--- src/rtl/apu_pkg.sv ---
// Shared definitions for the APU pulse-channel envelope: config field layout,
// quarter-frame divider default, and a helper to split the raw config word.
package apu_pkg;

    localparam int QF_DIV_DEFAULT = 7457;
    localparam int QF_CNT_W       = 16;

    localparam int CFG_W          = 6;
    localparam int CFG_LOOP_BIT   = 5;
    localparam int CFG_CONST_BIT  = 4;
    localparam int CFG_VOL_MSB    = 3;
    localparam int CFG_VOL_LSB    = 0;

    typedef struct packed {
        logic       loop;
        logic       const_vol;
        logic [3:0] vol;
    } env_cfg_t;

    function automatic env_cfg_t unpack_cfg(input logic [CFG_W-1:0] raw);
        env_cfg_t c;
        c.loop      = raw[CFG_LOOP_BIT];
        c.const_vol = raw[CFG_CONST_BIT];
        c.vol       = raw[CFG_VOL_MSB:CFG_VOL_LSB];
        return c;
    endfunction

endpackage

--- src/rtl/apu_qframe_div.sv ---
// Quarter-frame divider: counts accepted pulse samples and flags the one
// sample that completes each group of QF_DIV.
module apu_qframe_div
    import apu_pkg::*;
#(
    parameter int QF_DIV = QF_DIV_DEFAULT
) (
    input  logic clk,
    input  logic reset,
    input  logic step,
    output logic tick
);

    localparam logic [QF_CNT_W-1:0] LAST = QF_CNT_W'(QF_DIV - 1);

    logic [QF_CNT_W-1:0] qf_cnt_reg;
    logic                at_last;

    assign at_last = (qf_cnt_reg == LAST);
    // Tick is combinational so it belongs to the very transaction that wraps.
    assign tick    = step & at_last;

    always_ff @(posedge clk) begin
        if (reset) begin
            qf_cnt_reg <= '0;
        end else if (step) begin
            qf_cnt_reg <= at_last ? '0 : qf_cnt_reg + QF_CNT_W'(1);
        end
    end

endmodule

--- src/rtl/apu_envelope.sv ---
// Pulse-channel volume envelope: gates the incoming pulse bit with either a
// constant volume or a decaying level, through a single registered output stage.
module apu_envelope
    import apu_pkg::*;
#(
    parameter int QF_DIV = QF_DIV_DEFAULT
) (
    input  logic             clk,
    input  logic             reset,
    input  logic             apu__pulse_r,
    input  logic             apu__pulse_r_vld,
    output logic             apu__pulse_r_rdy,
    input  logic [CFG_W-1:0] apu__config_r,
    input  logic             apu__config_r_vld,
    output logic             apu__config_r_rdy,
    output logic [3:0]       apu__sample_s,
    output logic             apu__sample_s_vld,
    input  logic             apu__sample_s_rdy
);

    logic       sample_vld_reg;
    logic [3:0] sample_reg;
    logic [3:0] decay_reg;
    logic [3:0] divider_reg;
    logic       start_flag_reg;
    logic       loop_reg;
    logic       const_vol_reg;
    logic [3:0] vol_reg;

    logic [3:0] decay_next;
    logic [3:0] divider_next;
    logic       start_flag_next;
    logic [3:0] sample_next;

    logic       load_en;
    logic       pulse_txn;
    logic       cfg_acc;
    logic       qf_tick;
    env_cfg_t   cfg_in;

    assign load_en           = ~sample_vld_reg | apu__sample_s_rdy;
    assign pulse_txn         = apu__pulse_r_vld & load_en & ~reset;
    assign cfg_acc           = apu__config_r_vld & ~reset;
    assign cfg_in            = unpack_cfg(apu__config_r);

    assign apu__pulse_r_rdy  = pulse_txn;
    assign apu__config_r_rdy = ~reset;
    assign apu__sample_s     = sample_reg;
    assign apu__sample_s_vld = sample_vld_reg;

    apu_qframe_div #(
        .QF_DIV (QF_DIV)
    ) u_qframe_div (
        .clk   (clk),
        .reset (reset),
        .step  (pulse_txn),
        .tick  (qf_tick)
    );

    // The sample is formed from the state before any tick or config this cycle.
    assign sample_next = apu__pulse_r ? (const_vol_reg ? vol_reg : decay_reg) : 4'h0;

    always_comb begin
        decay_next      = decay_reg;
        divider_next    = divider_reg;
        start_flag_next = start_flag_reg;
        if (qf_tick) begin
            if (start_flag_reg) begin
                start_flag_next = 1'b0;
                decay_next      = 4'd15;
                divider_next    = vol_reg;
            end else if (divider_reg == 4'd0) begin
                divider_next = vol_reg;
                if (decay_reg != 4'd0) begin
                    decay_next = decay_reg - 4'd1;
                end else if (loop_reg) begin
                    decay_next = 4'd15;
                end
            end else begin
                divider_next = divider_reg - 4'd1;
            end
        end
        // A config landing on a tick restarts after the tick has used the old state.
        if (cfg_acc) begin
            start_flag_next = 1'b1;
        end
    end

    always_ff @(posedge clk) begin
        if (reset) begin
            sample_reg     <= 4'h0;
            sample_vld_reg <= 1'b0;
            decay_reg      <= 4'h0;
            divider_reg    <= 4'h0;
            start_flag_reg <= 1'b0;
            loop_reg       <= 1'b0;
            const_vol_reg  <= 1'b0;
            vol_reg        <= 4'h0;
        end else begin
            if (load_en) begin
                sample_vld_reg <= pulse_txn;
                if (pulse_txn) begin
                    sample_reg <= sample_next;
                end
            end
            decay_reg      <= decay_next;
            divider_reg    <= divider_next;
            start_flag_reg <= start_flag_next;
            if (cfg_acc) begin
                loop_reg      <= cfg_in.loop;
                const_vol_reg <= cfg_in.const_vol;
                vol_reg       <= cfg_in.vol;
            end
        end
    end

endmodule
--- config.mk ---
export PLATFORM = sky130hd
export DESIGN_NAME = apu_envelope
export DESIGN_NICKNAME = d
export VERILOG_FILES = /design/src/rtl/apu_pkg.sv /design/src/rtl/apu_qframe_div.sv /design/src/rtl/apu_envelope.sv
export SDC_FILE = /design/constraint.sdc
export NUM_CORES = 1
export LEC_CHECK = 0
export ABC_AREA = 1
export CORE_MARGIN = 2
export CORE_UTILIZATION = 59
export CTS_BUF_LIST = sky130_fd_sc_hd__clkbuf_4
export DETAILED_ROUTE_END_ITERATION = 7
export PLACE_DENSITY_LB_ADDON = 0.05
export SYNTH_ARGS = -nofsm -noshare
export SYNTH_HDL_FRONTEND = slang
export SYNTH_SLANG_ARGS = --single-unit
--- constraint.sdc ---
create_clock -name clk -period 1.4 [get_ports clk]
set_input_delay 0.35 -clock clk [delete_from_list [all_inputs] [get_ports clk]]
set_output_delay 0.35 -clock clk [all_outputs]
set_load 0.03 [all_outputs]
==> flow_metrics.py <==
metrics = {
    "sta": {
        "fmax_ghz": 0.696,
        "relSlewSlack_pct": 73.7,
        "hold_viol": 0,
        "finalCritPeriodShare_pct": 103,
        "rsz0062_at_grt": "true",
        "slew_violations": 0,
        "worst-slew-pin-transition_ps": 392,
        "finClkSkew_ps": 11.6,
        "setup_viol": 6,
        "fin_setup_tns_ps": -113,
        "worst_slack_ps": -36.5,
        "min_period_ps": 1440,
    },
    "finish": {
        "final_common_cell": "nand2_1",
        "drive_above_1_share_pct": 27.8,
        "fillers": 214,
        "largest_reg_flops": 16,
        "syn_to_final_growth_pct": 30.5,
        "finish.net_count": 357,
        "antenna_cells": 0,
        "final_area_um2": 2570,
        "mostFrequentLayoutCells": "nand2_1 (55), nor2_1 (49), inv_1 (32)",
    },
    "setup_path": {
        "worstPathMaxFanout": 4,
        "cp-end-kind": "flop",
        "cp_num_buf_inv": 1,
        "worstPathCellList": "inv_1 > ha_2 > nor3b_2 > nand2_1 > nor2_2 > nand3_1 > nand2_1 > a21oi_1",
        "timing.reg2reg.setup_slack_ps": -40,
        "crit_top_cell": "nand2_1",
        "arrival_ps": 1680,
        "r2r-end": "decay_reg[0]$_SDFFE_PP0P_",
        "r2r_start": "u_qframe_div.qf_cnt_reg[1]$_SDFFE_PP0N_",
        "cp_slowest_cell": "dfxtp_4",
        "path_delay_family": "simple AND/OR/NAND/NOR gates",
        "cpPeakStageDelay_ps": 380,
        "required_ps": 1640,
        "startpoint_type": "flop",
        "r2r.worst_path.cells": 8,
        "worst-setup-path-type": "reg -> reg",
    },
    "route": {
        "dr_total_vias": 2030,
        "dr.pass1.iters": 4,
        "ant_nets": 0,
        "drc": 0,
        "viasPerCell": 5.26,
        "wl_per_cell_um": 12.8,
        "drt-total-wl_um": 4940,
        "drt_iter0_drc": 207,
    },
    "logic_synthesis": {
        "synth_seq_cells": 36,
        "syn_area_per_cell_um2": 6.73,
        "synth_edf_count": 0,
        "yosys_warnings": 0,
        "syn_area_um2": 1970,
        "yosysUniqueCellTypes": 31,
        "syn-num-nets": 309,
        "ys_seq_area_share_pct": 36.5,
        "syn_inst": 293,
        "ys_async_sr_fraction_pct": 0,
        "synthFlopType": "dfxtp_1",
    },
    "global_route": {
        "grt_pass1_wl_um": 7530,
        "grt_max_degree": 15,
        "antenna_found_initial": 0,
        "grt.total_usage_pct": 27.3,
        "first_global_vias": 1810,
        "overflow": 0,
    },
    "clocking": {
        "cts_tree": "yes",
        "clkSlewWorstSetupHoldPaths_ps": 110,
        "clk_path_buf_depth": 2,
        "clock-sinks": 36,
        "clk_latency_ps": 350,
        "ctsRootBufferMaster": "clkbuf_4",
        "cts_buffers": 5,
        "htree_num_levels": 2,
    },
    "pwr": {
        "p_sw_mw": 0.487,
        "p_int_mw": 1.38,
        "p_per_area_nw_per_um2": 724,
        "swShare_pct": 26.2,
        "p_comb_share_pct": 11.4,
        "clkPwrFrac_pct": 31.4,
        "power_frac_seq_pct": 57.2,
        "p_leak_nw": 1.11,
        "ir_drop_mv": 0.644,
    },
    "floorplan": {
        "initial_core_util_pct": 63.0,
        "core.rowCount": 20,
        "die_w_um": 61.8,
        "pin_count": 19,
        "dieArea_um2": 3820,
        "fp.dieH_um": 61.8,
        "core_um2": 3130,
    },
    "worst_hold_path": {
        "min_from": "decay_reg[2]$_SDFFE_PP0P_",
        "worstHoldEndpoint": "decay_reg[2]$_SDFFE_PP0P_",
        "worstHoldPathCells": 2,
        "hp-class": "reg -> reg",
    },
    "run_status": {
        "outcome": "finished with violations",
        "violations": "negative setup slack",
    },
    "placed_design": {
        "io_buffers": 18,
        "gp_congestion": 0.974,
        "dpl_cell_area_um2": 2350,
        "dp_hpwl_um": 3460,
    },
    "run": {
        "max-cap-violations": 0,
    },
}
-- Yosys cell counts (2+ instances only) --
cell type,count,area (um2)
nand3_1,17,85.1
nor2_2,4,25.0
inv_1,34,128
nor2_1,54,203
nand3_2,2,20.0
nand2_1,57,214
clkbuf_1,4,15.0
ha_1,4,50.1
a22oi_1,2,15.0
dfxtp_1,36,721
nor3_2,3,30.0
xor2_1,4,35.0
nand2_2,5,31.3
inv_2,7,26.3
o211ai_1,3,22.5
nand4_1,7,43.8
o21ai_0,10,50.1
or2_2,2,12.5
nor3_1,4,20.0
a21oi_1,23,115
-- how the worst max path moves through the flow --
stage,depth (start not counted),end,start,slack [ps]
after CTS,7,u_qframe_div.qf_cnt_reg[14]$_SDFFE_PP0N_,apu__sample_s_vld$_SDFFE_PP0P_,-1
after floorplan,11,decay_reg[1]$_SDFFE_PP0P_,divider_reg[0]$_SDFFE_PP0P_,70
after global routing,8,decay_reg[0]$_SDFFE_PP0P_,u_qframe_div.qf_cnt_reg[1]$_SDFFE_PP0N_,-130
after detailed placement,8,u_qframe_div.qf_cnt_reg[12]$_SDFFE_PP0N_,apu__sample_s_rdy,-370
after global placement,10,u_qframe_div.qf_cnt_reg[8]$_SDFFE_PP0N_,apu__sample_s_rdy,-350
final,8,decay_reg[0]$_SDFFE_PP0P_,u_qframe_div.qf_cnt_reg[1]$_SDFFE_PP0N_,-40
-- cell type report --
type                            instances  area [um2]  area share (%)
Clock buffer                            7        52.6            2.04
Clock inverter                          1        3.75           0.146
Inverter                               41         156            6.08
Multi-Input combinational cell        210        1160            45.1
Sequential cell                        36         734            28.5
Tap cell                               44        55.1            2.14
Timing Repair Buffer                   47         410            15.9
-- routing by layer --
layer	wire, um	track usage [%]
met5	0	0
met1	1980	30.4
met4	108	15.5
met3	220	5.38
met2	2620	48.4
-- metrics by stage --
stage / hold slack, ps / utilization, % / power, mW / worst slack (ps) / cells
5_1_grt: 494 / 82.3 / 1.93 / -131 / 386
3_5_place_dp: 460 / 75.1 / 1.28 / -373 / 373
2_1_floorplan: 419 / - / 1.19 / 74.3 / 293
6_report: 472 / 82.3 / 1.86 / -36.5 / 386
4_1_cts: 475 / 79.7 / 1.86 / -1.03 / 385
3_3_place_gp: 459 / 75.1 / 1.28 / -349 / 373
-- power by group through the flow --
stage	Combinational [mW]	Clock, mW	Sequential [mW]
final	0.212	0.586	1.07
after global routing	0.234	0.625	1.07
after global placement	0.188	0	1.09
after detailed placement	0.192	0	1.09
after CTS	0.208	0.588	1.07
after floorplan	0.104	0	1.08
-- cells by family after synthesis --
logic type	after synthesis	synth area share, %
AND/OR/NAND/NOR	161	38.4
buffers and inverters	47	9.52
AO/OA/AOI/OAI	41	11.2
flip-flops	36	36.5
XOR/XNOR	4	1.78
adder cells (fa/ha/maj)	4	2.54
-- worst register-to-register path: stages, from the launching register on --
cell     delay (ps)
dfxtp_4         380
inv_1            60
ha_2            190
nor3b_2         210
nand2_1         110
nor2_2          140
nand3_1         100
nand2_1          70
a21oi_1          50
-- what timing repair did --
item	4_1_cts	5_1_grt
setup endpoints to repair	27	24
gates resized for setup	35	21
endpoints found under the hold margin	0	0
setup buffers	4	1
cloned	0	0
pin swaps	6	10
hold buffers	0	0
(Power assumes the default switching activity.)
